**config.mk**
```make
export PLATFORM = sky130hd
export DESIGN_NAME = ser2par_align_ctrl
export DESIGN_NICKNAME = d
export VERILOG_FILES = /design/src/rtl/serdes_pkg.sv /design/src/rtl/ser2par_align_ctrl_comma_detect.sv /design/src/rtl/ser2par_align_ctrl.sv
export SDC_FILE = /design/constraint.sdc
export NUM_CORES = 1
export LEC_CHECK = 0
export CORE_UTILIZATION = 60
export DETAILED_ROUTE_END_ITERATION = 7
export HOLD_SLACK_MARGIN = 0.06
export MAX_ROUTING_LAYER = met4
export PLACE_DENSITY = 0.81
export SYNTH_ARGS = -nofsm -noshare
export SYNTH_HDL_FRONTEND = slang
export SYNTH_SLANG_ARGS = --single-unit
```
**constraint.sdc**
```tcl
create_clock -name clk -period 4.5 [get_ports clk]
set_input_delay 0.45 -clock clk [delete_from_list [all_inputs] [get_ports clk]]
set_output_delay 0.45 -clock clk [all_outputs]
set_load 0.1 [all_outputs]
```
**src/rtl/serdes_pkg.sv**
```systemverilog
// serdes_pkg -- shared constants and state encoding for the 10-bit SERDES receive path.
// Revision 1.0
`default_nettype none

package serdes_pkg;

  localparam int WIDTH = 10;

  localparam logic [WIDTH-1:0] COMMA_P = 10'b0011111010;
  localparam logic [WIDTH-1:0] COMMA_N = 10'b1100000101;

  typedef enum logic [1:0] {
    ST_HUNT   = 2'd0,
    ST_VERIFY = 2'd1,
    ST_LOCKED = 2'd2
  } state_e;

  // Alignment counters are 4 bits and must stick at 15 rather than wrap.
  function automatic logic [3:0] sat_inc4(input logic [3:0] v);
    return (v == 4'hF) ? v : v + 4'd1;
  endfunction

endpackage

`default_nettype wire

```
**src/rtl/ser2par_align_ctrl_comma_detect.sv**
```systemverilog
// comma_detect -- flags a K28.5 comma (either disparity) in a completely filled 10-bit window.
// Revision 1.0
`default_nettype none

module comma_detect
  import serdes_pkg::*;
(
  input  logic [WIDTH-1:0] i_win,
  input  logic             i_full,
  output logic             o_match
);

  assign o_match = i_full && ((i_win == COMMA_P) || (i_win == COMMA_N));

endmodule

`default_nettype wire

```
**src/rtl/ser2par_align_ctrl.sv**
```systemverilog
// ser2par_align_ctrl -- comma-hunting word aligner: HUNT/VERIFY/LOCKED boundary tracking.
// Revision 1.0
`default_nettype none

module ser2par_align_ctrl
  import serdes_pkg::*;
#(
  parameter int LOCK_CNT = 3,
  parameter int LOSS_CNT = 4
) (
  input  logic             clk,
  input  logic             reset,
  input  logic             SER_EN,
  input  logic             INP_SER,
  output logic [WIDTH-1:0] OUT_PAR,
  output logic             PAR_VALID,
  output logic             COMMA_DET,
  output logic             LOCKED,
  output logic             ALIGN_ERR
);

  localparam logic [3:0] LOCK_TH   = 4'(LOCK_CNT);
  localparam logic [3:0] LOSS_TH   = 4'(LOSS_CNT);
  localparam logic [3:0] PH_LAST   = 4'(WIDTH - 1);
  localparam logic [3:0] FILL_FULL = 4'(WIDTH);

  // Only the last 9 bits are stored; the incoming bit completes the 10-bit window.
  logic [WIDTH-2:0] hist_q, hist_d;
  logic [3:0]       ph_q, ph_d;
  logic [3:0]       fill_q, fill_d;
  state_e           state_q, state_d;
  logic [3:0]       cnt_q, cnt_d;
  logic [3:0]       err_cnt_q, err_cnt_d;
  logic [WIDTH-1:0] out_par_q, out_par_d;
  logic             par_valid_q, par_valid_d;
  logic             comma_det_q, comma_det_d;
  logic             align_err_q, align_err_d;

  logic [WIDTH-1:0] win;
  logic [3:0]       fill_nxt;
  logic [3:0]       ph_nxt;
  logic [3:0]       cnt_inc;
  logic [3:0]       err_inc;
  logic             boundary;
  logic             match;

  assign win      = {hist_q, INP_SER};
  assign fill_nxt = (fill_q >= FILL_FULL) ? FILL_FULL : fill_q + 4'd1;
  assign ph_nxt   = (ph_q == PH_LAST) ? 4'd0 : ph_q + 4'd1;
  assign boundary = (ph_nxt == 4'd0);
  assign cnt_inc  = sat_inc4(cnt_q);
  assign err_inc  = sat_inc4(err_cnt_q);

  comma_detect u_comma_detect (
    .i_win   (win),
    .i_full  (fill_nxt >= FILL_FULL),
    .o_match (match)
  );

  always_comb begin
    hist_d      = hist_q;
    ph_d        = ph_q;
    fill_d      = fill_q;
    state_d     = state_q;
    cnt_d       = cnt_q;
    err_cnt_d   = err_cnt_q;
    out_par_d   = out_par_q;
    par_valid_d = 1'b0;
    comma_det_d = 1'b0;
    align_err_d = 1'b0;

    if (SER_EN) begin
      hist_d = win[WIDTH-2:0];
      ph_d   = ph_nxt;
      fill_d = fill_nxt;
      case (state_q)
        ST_HUNT: begin
          if (match) begin
            ph_d    = 4'd0;
            cnt_d   = 4'd1;
            state_d = ST_VERIFY;
          end
        end
        ST_VERIFY: begin
          if (boundary && match) begin
            cnt_d = cnt_inc;
            if (cnt_inc >= LOCK_TH) begin
              state_d   = ST_LOCKED;
              err_cnt_d = 4'd0;
            end
          end else if (boundary) begin
            state_d = ST_HUNT;
            cnt_d   = 4'd0;
          end else if (match) begin
            ph_d        = 4'd0;
            cnt_d       = 4'd1;
            align_err_d = 1'b1;
          end
        end
        ST_LOCKED: begin
          // A comma landing exactly on the boundary is both emitted and treated as aligned.
          if (boundary) begin
            out_par_d   = win;
            par_valid_d = 1'b1;
            comma_det_d = match;
            if (match) begin
              err_cnt_d = 4'd0;
            end
          end else if (match) begin
            err_cnt_d   = err_inc;
            align_err_d = 1'b1;
            if (err_inc >= LOSS_TH) begin
              state_d = ST_HUNT;
              cnt_d   = 4'd0;
            end
          end
        end
        default: begin
          state_d = ST_HUNT;
          cnt_d   = 4'd0;
        end
      endcase
    end
  end

  always_ff @(posedge clk) begin
    if (reset) begin
      hist_q      <= '0;
      ph_q        <= 4'd0;
      fill_q      <= 4'd0;
      state_q     <= ST_HUNT;
      cnt_q       <= 4'd0;
      err_cnt_q   <= 4'd0;
      out_par_q   <= '0;
      par_valid_q <= 1'b0;
      comma_det_q <= 1'b0;
      align_err_q <= 1'b0;
    end else begin
      hist_q      <= hist_d;
      ph_q        <= ph_d;
      fill_q      <= fill_d;
      state_q     <= state_d;
      cnt_q       <= cnt_d;
      err_cnt_q   <= err_cnt_d;
      out_par_q   <= out_par_d;
      par_valid_q <= par_valid_d;
      comma_det_q <= comma_det_d;
      align_err_q <= align_err_d;
    end
  end

  assign OUT_PAR   = out_par_q;
  assign PAR_VALID = par_valid_q;
  assign COMMA_DET = comma_det_q;
  assign ALIGN_ERR = align_err_q;
  assign LOCKED    = (state_q == ST_LOCKED);

endmodule

`default_nettype wire

```
==> results of run 1 <==
-- worst max-delay path, delay by kind of cell, from the launching register on --
family	cells	cell delay (ps)
adder cells (fa/ha/maj)	1	470
flip-flops	1	350
buffers and inverters	2	1320
-- area by class of cell --
| cell class | instances | area (sq um) | area share, % |
|---|---|---|---|
| clock buffers | 7 | 55.1 | 2.42 |
| clock inverters | 1 | 7.51 | 0.330 |
| inverters | 8 | 30.0 | 1.32 |
| multi-input cells | 174 | 1140 | 50.1 |
| flip-flops and latches | 40 | 801 | 35.2 |
| well taps | 44 | 55.1 | 2.42 |
| repair buffers | 19 | 185 | 8.15 |
-- routing by layer --
layer	part of all wire [%]	track usage [%]
met5	0	-
met4	1.0	8.64
met3	4.5	6.93
met2	46	41.1
met1	48	34.3
-- power by group through the flow --
stage                     Sequential, mW  Clock [mW]  Combinational, mW
after floorplan                    0.369           0             0.0250
after global placement             0.371           0             0.0324
after detailed placement           0.371           0             0.0330
after CTS                          0.364       0.199             0.0333
after global routing               0.365       0.212             0.0373
final                              0.364       0.194             0.0332
-- sequential cells by signal, indices dropped and copies added (netlist names) --
name	cells
cnt_q	4
hist_q	9
ALIGN_ERR	1
ph_q	4
PAR_VALID	1
state_q	2
OUT_PAR	10
fill_q	4
COMMA_DET	1
err_cnt_q	4
-- worst paths after layout --
| check | start | slack [ps] | end | cells after the start |
|---|---|---|---|---|
| max | state_q[0] | 1550 | LOCKED | 3 |
| min | OUT_PAR[2] | 500 | OUT_PAR[2] | 2 |
| max reg2reg | hist_q[6] | 1810 | state_q[1] | 6 |
| min reg2reg | OUT_PAR[2] | 500 | OUT_PAR[2] | 2 |
-- cells in the mapped netlist (2+ instances only) --
cell,n,area [sq um]
nand2b_1,3,18.8
a31oi_1,4,25.0
a21oi_1,11,55.1
o21ai_0,11,55.1
xnor2_1,3,26.3
nand4_1,3,18.8
and3_1,4,25.0
nor4_1,4,25.0
nor2b_1,4,25.0
nor2_1,33,124
ha_1,7,87.6
inv_1,8,30.0
nand3b_1,2,15.0
a311oi_1,2,17.5
mux2i_1,23,230
nand2_1,18,67.6
nand3_1,7,35.0
nor3_1,7,35.0
a2111oi_0,3,26.3
o2111ai_1,2,17.5
clkbuf_1,9,33.8
dfxtp_1,40,801
buf_1,2,7.51
a221o_1,2,20.0
-- cells by family (layout without fill, tap and decap cells) --
family,Yosys count,after routing,synth area share [%]
and+or+nand+nor,90,90,21.6
AOI/OAI and AO/OA,48,48,16.4
DFF,40,40,39.8
muxes,25,25,12.6
buffers and inverters,19,35,3.54
adders and majority gates,7,7,4.35
xor gates and xnor gates,4,4,1.74
-- metrics by stage --
stage | instance area, sq um | hold slack [ps] | setup WS, ps | util (%) | cells
2_1_floorplan | 2010 | 460 | 1780 | - | 233
3_3_place_gp | 2210 | 477 | 1380 | 70.7 | 285
3_5_place_dp | 2210 | 482 | 1340 | 70.7 | 285
4_1_cts | 2270 | 509 | 1550 | 72.7 | 293
5_1_grt | 2270 | 543 | 1450 | 72.7 | 293
6_report | 2270 | 503 | 1550 | 72.7 | 293
==> qor.yml, run 1 <==
critical_path:
  path_cells: "inv_1, ha_1, clkdlybuf4s50_1"
  critical_path.max_fanout: 14
  worst_path_largest_cell_delay_ps: 1230
  cp.required_ps: 4050
  start_kind: "flop"
  path_class: "flop to output port"
  crit_path_end_kind: "output port"
  crit_path_top_delay_cell: "clkdlybuf4s50_1"
  worstPathArrival_ps: 2500
clocking:
  numClockSinks: 40
  ctsResizeCount: 0
  cts_made_buffers: 5
  htreeDepth: 2
  cts_tree: "yes"
  clk_path_buf_depth: 2
  clkTransAtPathRegs_ps: 110
  ctsHoldBuffers: 0
  post_cts_buffers: 0
  clk_latency_ps: 360
  root_buffer: "clkbuf_4"
pwr:
  p_int_mw: 0.448
  p_total_mw: 0.591
  p_per_area_mw_per_mm2: 260
  peakVddDrop_mv: 0.239
  seq_power_share_pct: 61.5
  power_frac_clock_pct: 32.8
  p_sw_mw: 0.143
  p_leak_nw: 0.799
  p_sw_share_pct: 24.2
  combinationalPowerShare_pct: 5.6
global_routing:
  grt_pass1_wl_um: 6940
  grt_max_degree: 43
  first_global_vias: 1510
  globalRouteOverflowTotal: 0
  track_usage_pct: 26.8
  antenna_found_initial: 0
logic_synthesis:
  synth_edf_count: 0
  ys_ff_latch: 40
  netlist_area_sq_mm: 0.00201
  syn-instance-count: 233
  avgSynthCellArea_sq_um: 8.63
  yosysWarnings: 0
  ys_async_sr_fraction_pct: 0
  yosysSeqAreaShare_pct: 39.8
  synth_fp_nets: 244
  synth_flop_cell: "dfxtp_1"
  synth_cell_types: 45
route:
  wirelength_um: 4190
  viasPerCell: 5.92
  remaining_drc_errors: 0
  wl_per_cell_um: 14.3
  first_pass_iters: 4
  vias: 1734
  drt-initial-drc-count: 103
  final_antenna_net_count: 0
sta:
  setup_viol: 0
  drv_slew: 0
  max_freq_mhz: 339
  period_share_pct: 65.6
  fin_skew_ps: 18.1
  hold_viol_final: 0
  worstMarginPinSlew_ps: 1040
  tns_ps: 0
  relSlewSlack_pct: 30.1
  fin_crit_ps: 2950
  rsz0062_at_grt: "no"
floorplan:
  start_util_pct: 64.3
  row_count: 20
  die_y_um: 59.9
  dieArea_sq_mm: 0.00359
  fp.dieW_um: 59.9
  core-area_sq_mm: 0.00313
  io_pins: 18
final_layout:
  drive_gt1_share_pct: 6.02
  nets: 259
  nFillCells: 250
  final_cell_mix: "40 x dfxtp_1, 33 x nor2_1, 23 x mux2i_1"
  num_antenna_cells: 0
  layout_commonest_cell: "dfxtp_1"
  syn2layout_area_growth_pct: 13.0
status:
  status: "finished, final reports clean"
place:
  gp_congestion: 0.850
  io_buffers: 17
  dp_hpwl_um: 2810
worst_hold_path:
  hp-class: "flop to flop"
run:
  cap_viol_max_count: 0
No activity file was read; power rests on OpenSTA's default activity.
==> inputs of run 2 (changes only) <==
CORE_UTILIZATION = 57   (was 60)
PLACE_DENSITY = 0.77   (was 0.81)
clock period = 2.9 ns   (was 4.5 ns; I/O delays follow)
==> qor.yml, run 2 (same netlist as run 1, synthesis figures left out) <==
floorplan:
  fp.dieW_um: 61.4  # +2.5%
  core-area_sq_mm: 0.00336  # +7.5%
  die_y_um: 61.4  # +2.5%
  row_count: 21  # +5.0%
  start_util_pct: 59.8  # -4.5 points
  dieArea_sq_mm: 0.00377  # +5.1%
  io_pins: 18  # unchanged
global_routing:
  first_global_vias: 1466  # -2.9%
  grt_max_degree: 21  # -51%
  grt_pass1_wl_um: 6350  # -8.5%
  antenna_found_initial: 0  # unchanged
  globalRouteOverflowTotal: 0  # unchanged
  track_usage_pct: 23.5  # -3.2 points
final_layout:
  syn2layout_area_growth_pct: 14.7
  utilization_pct: 68.6  # -4.1 points
  nets: 265  # +2.3%
  nFillCells: 300  # +20%
  layout.cells.non_filler: 301  # +2.7%
  largest_reg_flops: 10  # unchanged
  final_cell_mix: "40 x dfxtp_1, 33 x nor2_1, 23 x mux2i_1"
  drive_gt1_share_pct: 14.1  # +8.1 points
  layout_commonest_cell: "dfxtp_1"
  num_antenna_cells: 0  # unchanged
clocking:
  clkTransAtPathRegs_ps: 120  # about the same
  cts_made_buffers: 5  # unchanged
  root_buffer: "clkbuf_4"
  numClockSinks: 40  # unchanged
  post_cts_buffers: 0  # unchanged
  clk_latency_ps: 350  # about the same
  htreeDepth: 2  # unchanged
  clk_path_buf_depth: 2  # unchanged
  cts_tree: "yes"
  ctsResizeCount: 0  # unchanged
  ctsHoldBuffers: 0  # unchanged
critical_path:
  r2r-start: "cnt_q[0]"
  critical_path.max_fanout: 6  # -8
  crit_family: "compound AO/OA/AOI/OAI gates"
  cp.required_ps: 3200  # -850 ps
  path_buf_inv: 0  # -2
  crit_path_top_delay_cell: "a2111oi_0"
  crit_path_end_kind: "flop"
  cp.depth: 7  # +4
  path_class: "flop to flop"
  worstPathArrival_ps: 2820  # +320 ps
  r2r_cells: 7  # +1
  ff2ff_setup_slack_ps: 380  # -1430 ps
  startpoint: "cnt_q[0]"
  worst_path_largest_cell_delay_ps: 630  # -600 ps
  start_kind: "flop"
  path_cells: "ha_1, a21bo_2, a2111oi_0, o21ai_0, nor2b_1, a311oi_1, mux2_2"
place:
  dp_hpwl_um: 2790  # -0.46%
  gp_congestion: 0.869  # +2.3%
  dp_cells: 293  # +2.8%
  dpl_worst_slack_ps: 91.7  # -1240 ps
  io_buffers: 17  # unchanged
route:
  viasPerCell: 5.75  # -2.8%
  first_pass_iters: 4  # unchanged
  wl_per_cell_um: 13.0  # -9.2%
  final_antenna_net_count: 0  # unchanged
  remaining_drc_errors: 0  # unchanged
  drt-initial-drc-count: 80  # -22%
  wirelength_um: 3910  # -6.7%
  vias: 1731  # -0.17%
sta:
  worstMarginPinSlew_ps: 658  # -386 ps
  rsz0062_at_grt: "no"
  max_freq_mhz: 397
  setup_viol: 0  # unchanged
  fin_crit_ps: 2520
  drv_slew: 0  # unchanged
  relSlewSlack_pct: 55.0  # +25 points
  hold_viol_final: 0  # unchanged
  tns_ps: 0  # unchanged
  fin_skew_ps: 11.1  # -6.93 ps
  period_share_pct: 86.8
  fin_ws_ps: 383  # -1170 ps
status:
  status: "finished, final reports clean"
worst_hold_path:
  worstHoldStart: "cnt_q[3]"
  hp-class: "flop to flop"
  min_path_cells: 2  # unchanged
pwr:
  p_per_area_mw_per_mm2: 431  # +66%
  peakVddDrop_mv: 0.410  # +72%
  p_leak_nw: 0.867  # +8.4%
run:
  cap_viol_max_count: 0  # unchanged
-- run 2: routing by layer --
layer	up-vias	routed length, um	global-route usage, %
met2	34	1880	38.2
met1	800	1840	29.0
li1	892	-	-
met5	-	0	-
met4	0	36	6.03
met3	5	154	6.51
-- run 2: final timing paths --
| path | endpoint |
|---|---|
| min | cnt_q[3] |
| max | err_cnt_q[0] |
| min reg2reg | cnt_q[3] |
| max reg2reg | err_cnt_q[0] |
-- run 2: cell type report --
class | instances | area [sq um] | area share [%]
multi-input cells | 174 | 1140 | 49.4
repair buffers | 25 | 195 | 8.46
flip-flops and latches | 40 | 801 | 34.7
clock buffers | 5 | 37.5 | 1.63
clock inverters | 3 | 46.3 | 2.01
inverters | 8 | 30.0 | 1.30
well taps | 46 | 57.6 | 2.49
-- run 2: worst register-to-register path, cell delays in order, from the launching register on --
cell and delay [ps]:
dfxtp_1 450, ha_1 260, a21bo_2 230, a2111oi_0 630, o21ai_0 190, nor2b_1 170, a311oi_1 320, mux2_2 220
-- run 2: per-stage QoR --
stage	power [mW]	instance area (sq um)	hold WS [ps]
floorplan	0.612	2010	437
global placement	0.627	2220	477
detailed placement	0.628	2220	485
CTS	1.01	2310	503
global route	1.03	2310	528
finish	0.993	2310	501
-- run 2: power by group --
group          switching, mW  internal, mW  leakage, nW
Combinational         0.0297        0.0217        0.502
Clock                  0.194         0.184       0.0418
Sequential           0.00838         0.556        0.323
Total                  0.232         0.762        0.867
